--- src/rtl/hawk_sector_reader.sv ---
// Read-side sector serializer: fetches one sector from the cylinder cache and shifts it out MSB-first.
// Optional checksum verification is compiled in with `define HAWK_READ_CHECKSUM_EN.
module hawk_sector_reader #(
  parameter int         PREAMBLE_BYTES  = 8,
  parameter logic [7:0] SYNC_BYTE       = 8'h01,
  parameter int         SECTOR_BYTES    = 402,
  parameter int         POSTAMBLE_BYTES = 2
) (
  input  logic        clk_i,
  input  logic        rst_n_i,
  input  logic        bit_en_i,
  input  logic        sector_pulse_i,
  input  logic        read_gate_i,
  input  logic [1:0]  head_i,
  input  logic [3:0]  sector_i,
  output logic [14:0] cache_addr_o,
  input  logic [7:0]  cache_q_i,
  output logic        read_data_o,
  output logic        read_valid_o,
  output logic        busy_o,
  output logic        sector_overrun_o,
  output logic        checksum_err_o
);

  localparam logic [8:0] PRE_LAST  = 9'(PREAMBLE_BYTES - 1);
  localparam logic [8:0] SECT_LAST = 9'(SECTOR_BYTES - 1);
  localparam logic [8:0] POST_LAST = 9'(POSTAMBLE_BYTES - 1);

  typedef enum logic [2:0] {IDLE, PREAMBLE, SYNC, DATA, POST} state_t;

  state_t      state_q, state_d;
  logic        pulse_q;
  logic [1:0]  head_q, head_d;
  logic [3:0]  sector_q, sector_d;
  logic [8:0]  byte_idx_q, byte_idx_d;
  logic [8:0]  byte_cnt_q, byte_cnt_d;
  logic [2:0]  bit_cnt_q, bit_cnt_d;
  logic [7:0]  shift_q, shift_d;
  logic        overrun_q, overrun_d;

  logic        start_edge;
  logic        start;
  logic        byte_end;
  logic [8:0]  byte_idx_inc;

  assign start_edge   = sector_pulse_i & ~pulse_q;
  assign start        = start_edge & read_gate_i & (state_q == IDLE);
  assign byte_end     = bit_en_i & read_gate_i & (bit_cnt_q == 3'd7);
  assign byte_idx_inc = (byte_idx_q == SECT_LAST) ? byte_idx_q : byte_idx_q + 9'd1;

  always_ff @(posedge clk_i or negedge rst_n_i) begin
    if (!rst_n_i) begin
      state_q    <= IDLE;
      pulse_q    <= 1'b0;
      head_q     <= '0;
      sector_q   <= '0;
      byte_idx_q <= '0;
      byte_cnt_q <= '0;
      bit_cnt_q  <= '0;
      shift_q    <= '0;
      overrun_q  <= 1'b0;
    end else begin
      state_q    <= state_d;
      pulse_q    <= sector_pulse_i;
      head_q     <= head_d;
      sector_q   <= sector_d;
      byte_idx_q <= byte_idx_d;
      byte_cnt_q <= byte_cnt_d;
      bit_cnt_q  <= bit_cnt_d;
      shift_q    <= shift_d;
      overrun_q  <= overrun_d;
    end
  end

  always_comb begin
    state_d    = state_q;
    head_d     = head_q;
    sector_d   = sector_q;
    byte_idx_d = byte_idx_q;
    byte_cnt_d = byte_cnt_q;
    bit_cnt_d  = bit_cnt_q;
    shift_d    = shift_q;
    // An edge that arrives while a sector is in flight, including on its final bit, is dropped.
    overrun_d  = start_edge & (state_q != IDLE);

    if (state_q == IDLE) begin
      if (start) begin
        state_d    = PREAMBLE;
        head_d     = head_i;
        sector_d   = sector_i;
        byte_idx_d = '0;
        byte_cnt_d = '0;
        bit_cnt_d  = '0;
        shift_d    = '0;
      end
    end else if (!read_gate_i) begin
      state_d = IDLE;
      shift_d = '0;
    end else if (bit_en_i) begin
      bit_cnt_d = bit_cnt_q + 3'd1;
      shift_d   = {shift_q[6:0], 1'b0};
      if (byte_end) begin
        byte_cnt_d = byte_cnt_q + 9'd1;
        case (state_q)
          PREAMBLE: begin
            if (byte_cnt_q == PRE_LAST) begin
              state_d    = SYNC;
              byte_cnt_d = '0;
              shift_d    = SYNC_BYTE;
            end
          end
          SYNC: begin
            state_d    = DATA;
            byte_cnt_d = '0;
            shift_d    = cache_q_i;
            byte_idx_d = byte_idx_inc;
          end
          DATA: begin
            if (byte_cnt_q == SECT_LAST) begin
              state_d    = POST;
              byte_cnt_d = '0;
              shift_d    = '0;
            end else begin
              shift_d    = cache_q_i;
              byte_idx_d = byte_idx_inc;
            end
          end
          POST: begin
            if (byte_cnt_q == POST_LAST) begin
              state_d    = IDLE;
              byte_cnt_d = '0;
            end
          end
          default: state_d = IDLE;
        endcase
      end
    end
  end

  assign cache_addr_o     = {head_q, sector_q, byte_idx_q};
  assign read_data_o      = shift_q[7];
  assign read_valid_o     = (state_q != IDLE);
  assign busy_o           = (state_q != IDLE);
  assign sector_overrun_o = overrun_q;

`ifdef HAWK_READ_CHECKSUM_EN
  localparam logic [8:0] CKS_HI_IDX = 9'(SECTOR_BYTES - 2);

  logic [15:0] acc_q;
  logic [7:0]  cks_hi_q;
  logic        mism_q;
  logic        cks_err_q;
  logic        load_en;
  logic        post_entry;
  logic [8:0]  load_idx;

  // Index of the sector byte entering the shift register on this boundary.
  assign load_en    = byte_end & ((state_q == SYNC) | ((state_q == DATA) & (byte_cnt_q != SECT_LAST)));
  assign load_idx   = (state_q == SYNC) ? 9'd0 : byte_cnt_q + 9'd1;
  assign post_entry = byte_end & (state_q == DATA) & (byte_cnt_q == SECT_LAST);

  always_ff @(posedge clk_i or negedge rst_n_i) begin
    if (!rst_n_i) begin
      acc_q     <= '0;
      cks_hi_q  <= '0;
      mism_q    <= 1'b0;
      cks_err_q <= 1'b0;
    end else if (start) begin
      acc_q     <= '0;
      mism_q    <= 1'b0;
      cks_err_q <= 1'b0;
    end else begin
      if (load_en) begin
        if (load_idx < CKS_HI_IDX) begin
          acc_q <= acc_q + {8'd0, cache_q_i};
        end else if (load_idx == CKS_HI_IDX) begin
          cks_hi_q <= cache_q_i;
        end else begin
          mism_q <= (acc_q != {cks_hi_q, cache_q_i});
        end
      end
      if (post_entry) begin
        cks_err_q <= mism_q;
      end
    end
  end

  assign checksum_err_o = cks_err_q;
`else
  assign checksum_err_o = 1'b0;
`endif

endmodule

--- config.mk ---
export PLATFORM = sky130hd
export DESIGN_NAME = hawk_sector_reader
export DESIGN_NICKNAME = d
export VERILOG_FILES = /design/src/rtl/hawk_sector_reader.sv
export SDC_FILE = /design/constraint.sdc
export NUM_CORES = 1
export LEC_CHECK = 0
export CORE_AREA = 5 5 92 94
export DETAILED_ROUTE_END_ITERATION = 8
export DIE_AREA = 0 0 97 99
export PLACE_DENSITY_LB_ADDON = 0.05
export SLEW_MARGIN = 20
export SYNTH_ARGS = -nofsm -noshare
export SYNTH_HDL_FRONTEND = slang
export SYNTH_SLANG_ARGS = --single-unit
--- constraint.sdc ---
create_clock -name clk_i -period 3.15 [get_ports clk_i]
set_clock_uncertainty 0.2 [all_clocks]
set_input_delay 0.315 -clock clk_i [delete_from_list [all_inputs] [get_ports clk_i]]
set_output_delay 0.315 -clock clk_i [all_outputs]
set_load 0.005 [all_outputs]
; ---- Word level (Yosys, flattened, before mapping)
; Index checks and enable logic that the tools add are counted.
[word_totals]
register_bits = 40
in_bits = 19
elab_cells = 84
out_inout_bits = 20
[op_classes]
eq_ne = 16
bitwise_logic = 7
addsub = 3
reduce_logical = 12
mux = 37
[ops]
columns = op, count
row1 = 9-bit 2-to-1 mux, 14
row2 = 8-bit 2-to-1 mux, 7
row3 = 3-bit 2-to-1 mux, 12
row4 = 9-bit one-hot mux with 4 select lines, 1
row5 = 8-bit one-hot mux with 3 select lines, 1
row6 = "9-bit by 1-bit adder with 9-bit output, second input constant", 2
row7 = "9-bit == test, second input constant", 2
row8 = 9-bit one-hot mux with 2 select lines, 1
row9 = "4-bit inequality test, second input constant", 3
row10 = 3-bit one-hot mux with 4 select lines, 1
row11 = 6-bit AND reduction, 2
row12 = "9-bit by 1-bit == test with 1-bit output, second input constant", 1
row13 = "9-bit by 3-bit == test with 1-bit output, second input constant", 1
row14 = 1-bit bitwise AND, 6
row15 = "3-bit by 2-bit == test with 1-bit output, second input constant", 2
row16 = "3-bit == test, second input constant", 2
row17 = 2-bit nonzero test, 3
row18 = 3-bit nonzero test, 2
row19 = 2-bit AND reduction, 2
row20 = 4-bit AND reduction, 1
row21 = "3-bit by 1-bit adder with 3-bit output, second input constant", 1
row22 = "3-bit by 1-bit == test with 1-bit output, second input constant", 1
row23 = 3-bit zero test, 1
row24 = "3-bit by 1-bit inequality test with 1-bit output, second input constant", 1
row25 = 5 further kinds, 5

; ---- Logic depth before layout (Yosys ltp)
[logic_depth]
depth_word = 8
ltp_mapped = 8
depth_no_buf = 7

; ---- Worst setup path after synthesis
; OpenSTA, ideal clock, no wires.
[synth_path]
path_kind = reg-to-reg
startpoint = reg byte_idx_q[0]
endpoint = reg byte_idx_q[3]
setup_ns = 0.076
arrival_time_ns = 2.072
path_stages_with_launch = 7
path_slack_ns = 0.801
n_path_buf = 0
path_cell_list = dfrtp_1 ha_1 and4b_1 a311oi_1 o211ai_4 or3_2 a21oi_2
[synth_between]
elab_chain_len = 8
word_cells_on_any_way = 9
[synth_lines]
columns = element, line
row1 = "start, declared", 35  ; logic [8:0] byte_idx_q, byte_idx_d;
row2 = "start signal, assigned", 67  ; byte_idx_q <= byte_idx_d;
row3 = 9-bit by 1-bit adder with 9-bit output / 9-bit == test (equally long branches), 49  ; assign byte_idx_inc = (byte_idx_q == SECT_LAST) ? byte_idx_q : byte_idx_q + 9'd1;
row4 = 9-bit 2-to-1 mux (*), 49
row5 = 9-bit 2-to-1 mux, 119  ; if (byte_cnt_q == SECT_LAST) begin
row6 = 9-bit one-hot mux with 2 select lines (*), 104  ; case (state_q)
row7 = 9-bit 2-to-1 mux (*), 102  ; if (byte_end) begin
row8 = 9-bit 2-to-1 mux (*), 99  ; end else if (bit_en_i) begin
row9 = 9-bit 2-to-1 mux (*), 96  ; end else if (!read_gate_i) begin
row10 = 9-bit 2-to-1 mux (*), 86  ; if (state_q == IDLE) begin
; Mark *: on every way between the ends. The rest lies on a longest branch, timed or not. The select of a mux whose other input is x is not followed.
; A chain may end at the register's enable or synchronous reset.

; ---- Worst setup path in the final report
[layout_path]
startpoint = reg byte_idx_q[0]
endpoint = reg byte_idx_q[5]
; The elaborated chain is that of the path after synthesis.

==> run_results.csv <==
group,metric,value,unit
die,rows,32,
global_route,grt_use_total,0.113,
placed_design,port_buffers,37,
worst_setup_path,slowest_delay,0.52,ns
route,vias_per_cell,4.87,
timing,slew_headroom,0.372,
worst_setup_path,critPathMaxFanout,16,
cells_and_area,design_area,2800,µm²
die,initial_utilization,0.293,
worst_setup_path,crit_end,"byte_idx_q[5]",
power,peakVddDrop,146,µV
worst_setup_path,r2r_slack,0.55,ns
yosys,ys_seq_area_frac,0.452,
route,drt-wirelength-per-cell,14.4,µm
global_route,grt_pass1_wl,8900,µm
timing,worst_slew_pin_slew,0.942,ns
timing,timing.hold.ws,0.234,ns
worst_setup_path,startpoint,"byte_idx_q[0]",
timing,min_period,2.60,ns
cts,clockBufferDepth,2,
route,drc,0,
yosys,syn_avg_cell_area,9.94,µm²
worst_setup_path,r2r_start,"byte_idx_q[0]",
timing,grt_setup_unrepaired,"false",
yosys,synth_cell_type_count,56,
cells_and_area,antenna_cells,0,
cts,path_clk_slew,0.09,ns
cts,cts.sinks,40,
yosys,synth_warnings,0,
timing,setup_tns,0,ns
power,leakagePower,1.18,nW
die,die_h,99,µm
worst_setup_path,critical_path_class,"flop to flop",
yosys,ys_seq_elements,40,
global_route,grt_busiest_layer,"met2",
yosys,synth_nets,248,
cts,cts_resized,0,
timing,fin_crit_sh,0.826,
placed_design,pre_cts_ws,0.376,ns
yosys,syn_area,2220,µm²
cells_and_area,fin_nets,288,
cts,htree_levels,2,
placed_design,dpl.hpwl,3730,µm
cts,tritoncts,"built",
run_status,outcome,"finished clean",
cells_and_area,drive_gt1_frac,0.152,
global_route,met2_usage,0.170,
worst_setup_path,r2r_end,"byte_idx_q[5]",
die,core_area,7570,µm²
global_route,met3_usage,0.0304,
die,die_w,97,µm
yosys,async_flop_share,1.00,
route,drtIter0Drc,66,
power,p_per_area,416,nW/µm²
cts,cts-root-buf,"clkbuf_8",
worst_setup_path,critPathSlowestCell,"or3_2",
route,drt_pass1_iterations,4,
global_route,grt_start_max_net_pins,41,
worst_setup_path,worst-path-buf-inv,0,
worst_hold_path,hold_class,"flop to flop",
die,num_io_pins,39,
cells_and_area,final_common_cell,"dfrtp_1",
job,drv_cap,0,
cts,cts_hold_buf,1,
placed_design,placed_area,2670,µm²
worst_setup_path,crit_chain,"ha_1 -> and4b_1 -> a311oi_1 -> o211ai_4 -> or3_2 -> a21oi_2",
timing,setup_violations,0,
route,totalWireLength,5270,µm
cts,clkLatencyLatePin,0.30,ns
die,fp.dieArea,9600,µm²
worst_setup_path,worst-endpoint-required,3.18,ns
cts,postCtsSetupBuffers,0,
yosys,synth_ff_type,"dfrtp_1",
worst_setup_path,cpLargestDelayFamily,"compound AO/OA/AOI/OAI gates",
cells_and_area,area_growth,26.2,%
yosys,synth_edf_count,0,
global_route,gr-usage-met1,0.152,
global_route,antenna_found_initial,0,
worst_setup_path,arrival,2.63,ns
worst_setup_path,crit_cells,6,
worst_setup_path,crit_path_end_kind,"flop",
worst_setup_path,start_kind,"flop",
worst_setup_path,r2r_cells,6,
cells_and_area,layout_common_cells,"dfrtp_1, clkdlybuf4s50_1, nand2_1",
global_route,overflow,0,
cts,cts_inserted_buffers,5,
route,ant_nets,0,
route,vias,1782,
global_route,grt_pass1_vias,1764,
timing,hold_viol,0,
timing,fin_ws,0.548,ns
timing,fmax,384,MHz
timing,slew_viol_final,0,
placed_design,gp_congestion,0.710,
yosys,syn_inst,223,
==> worst register-to-register path, cell delays in order, from the launching register on <==
cell and delay, ns:
dfrtp_1 0.48, ha_1 0.23, and4b_1 0.20, a311oi_1 0.49
o211ai_4 0.27, or3_2 0.52, a21oi_2 0.14
==> Yosys cell counts, drive strengths merged, types with 2 or more instances <==
| master | count | area, µm² |
|---|---|---|
| nor2b | 4 | 25.0 |
| a222oi | 7 | 70.1 |
| nor3 | 5 | 41.3 |
| nand2b | 2 | 12.5 |
| dfrtp | 40 | 1000 |
| and3 | 2 | 12.5 |
| nand4 | 3 | 18.8 |
| or3 | 7 | 51.3 |
| and3b | 2 | 18.8 |
| a22o | 2 | 17.5 |
| ha | 6 | 75.1 |
| buf | 8 | 63.8 |
| nand2 | 32 | 120 |
| o31ai | 2 | 20.0 |
| a211oi | 2 | 15.0 |
| xnor2 | 7 | 61.3 |
| a21oi | 10 | 72.6 |
| nand3 | 8 | 40.0 |
| inv | 12 | 45.0 |
| nor3b | 2 | 15.0 |
| nor4b | 2 | 17.5 |
| and2 | 2 | 12.5 |
| mux2i | 2 | 20.0 |
| or4 | 4 | 37.5 |
| o21ai | 15 | 97.6 |
| o211ai | 5 | 51.3 |
| nor2 | 14 | 52.6 |
==> through the flow <==
step                cells  utilization  total power [mW]
finish                366        0.370              1.16
global route          366        0.370              1.22
CTS                   366        0.370              1.18
detailed placement    357        0.353             0.735
global placement      357        0.353             0.735
floorplan             223            -             0.643
==> cell type report <==
| class | count | area (µm²) |
|---|---|---|
| Clock buffer | 5 | 68.8 |
| Timing Repair Buffer | 42 | 405 |
| Clock inverter | 3 | 46.3 |
| Multi-Input combinational cell | 162 | 1100 |
| Fill cell | 768 | 4770 |
| Sequential cell | 40 | 1000 |
| Tap cell | 102 | 128 |
| Inverter | 12 | 45.0 |
==> registers in the layout, summed over array words and instances (netlist names), 2 cells and up <==
name and flops:
bit_cnt_q 3, byte_cnt_q 9, byte_idx_q 9, head_q 2, sector_q 4, shift_q 8, state_q 3
==> routing by layer <==
metal | wire length (µm) | part of all wire | vias to the layer above
li1 | - | - | 890
met1 | 2650 | 0.50 | 851
met2 | 2360 | 0.45 | 34
met3 | 184 | 0.035 | 7
met4 | 67 | 0.013 | 0
met5 | 0 | 0 | -
==> power by group <==
| group | switching, mW | total, mW | internal, mW |
|---|---|---|---|
| combinational | 0.0697 | 0.154 | 0.0841 |
| sequential | 0.0272 | 0.568 | 0.541 |
| clock | 0.202 | 0.441 | 0.239 |
==> worst min-delay path by stage <==
stage	cells past startpoint	endpoint	start	slack, ns
6_report	1	sector_overrun_o	pulse_q	0.23
2_1_floorplan	0	bit_cnt_q[0]	rst_n_i	-0.18
3_5_place_dp	1	sector_overrun_o	pulse_q	0.22
3_3_place_gp	1	sector_overrun_o	pulse_q	0.23
4_1_cts	1	sector_overrun_o	pulse_q	0.24
5_1_grt	1	sector_overrun_o	pulse_q	0.26
==> logic make-up after synthesis <==
logic type / share of synthesized area
xor gates and xnor gates: 0.0277
muxes: 0.00903
adders and majority gates: 0.0339
other: 0.00169
AOI/OAI and AO/OA: 0.189
and+or+nand+nor: 0.236
buffers and inverters: 0.0508
DFF: 0.452
Note: power is estimated with default switching activity, not from simulation.
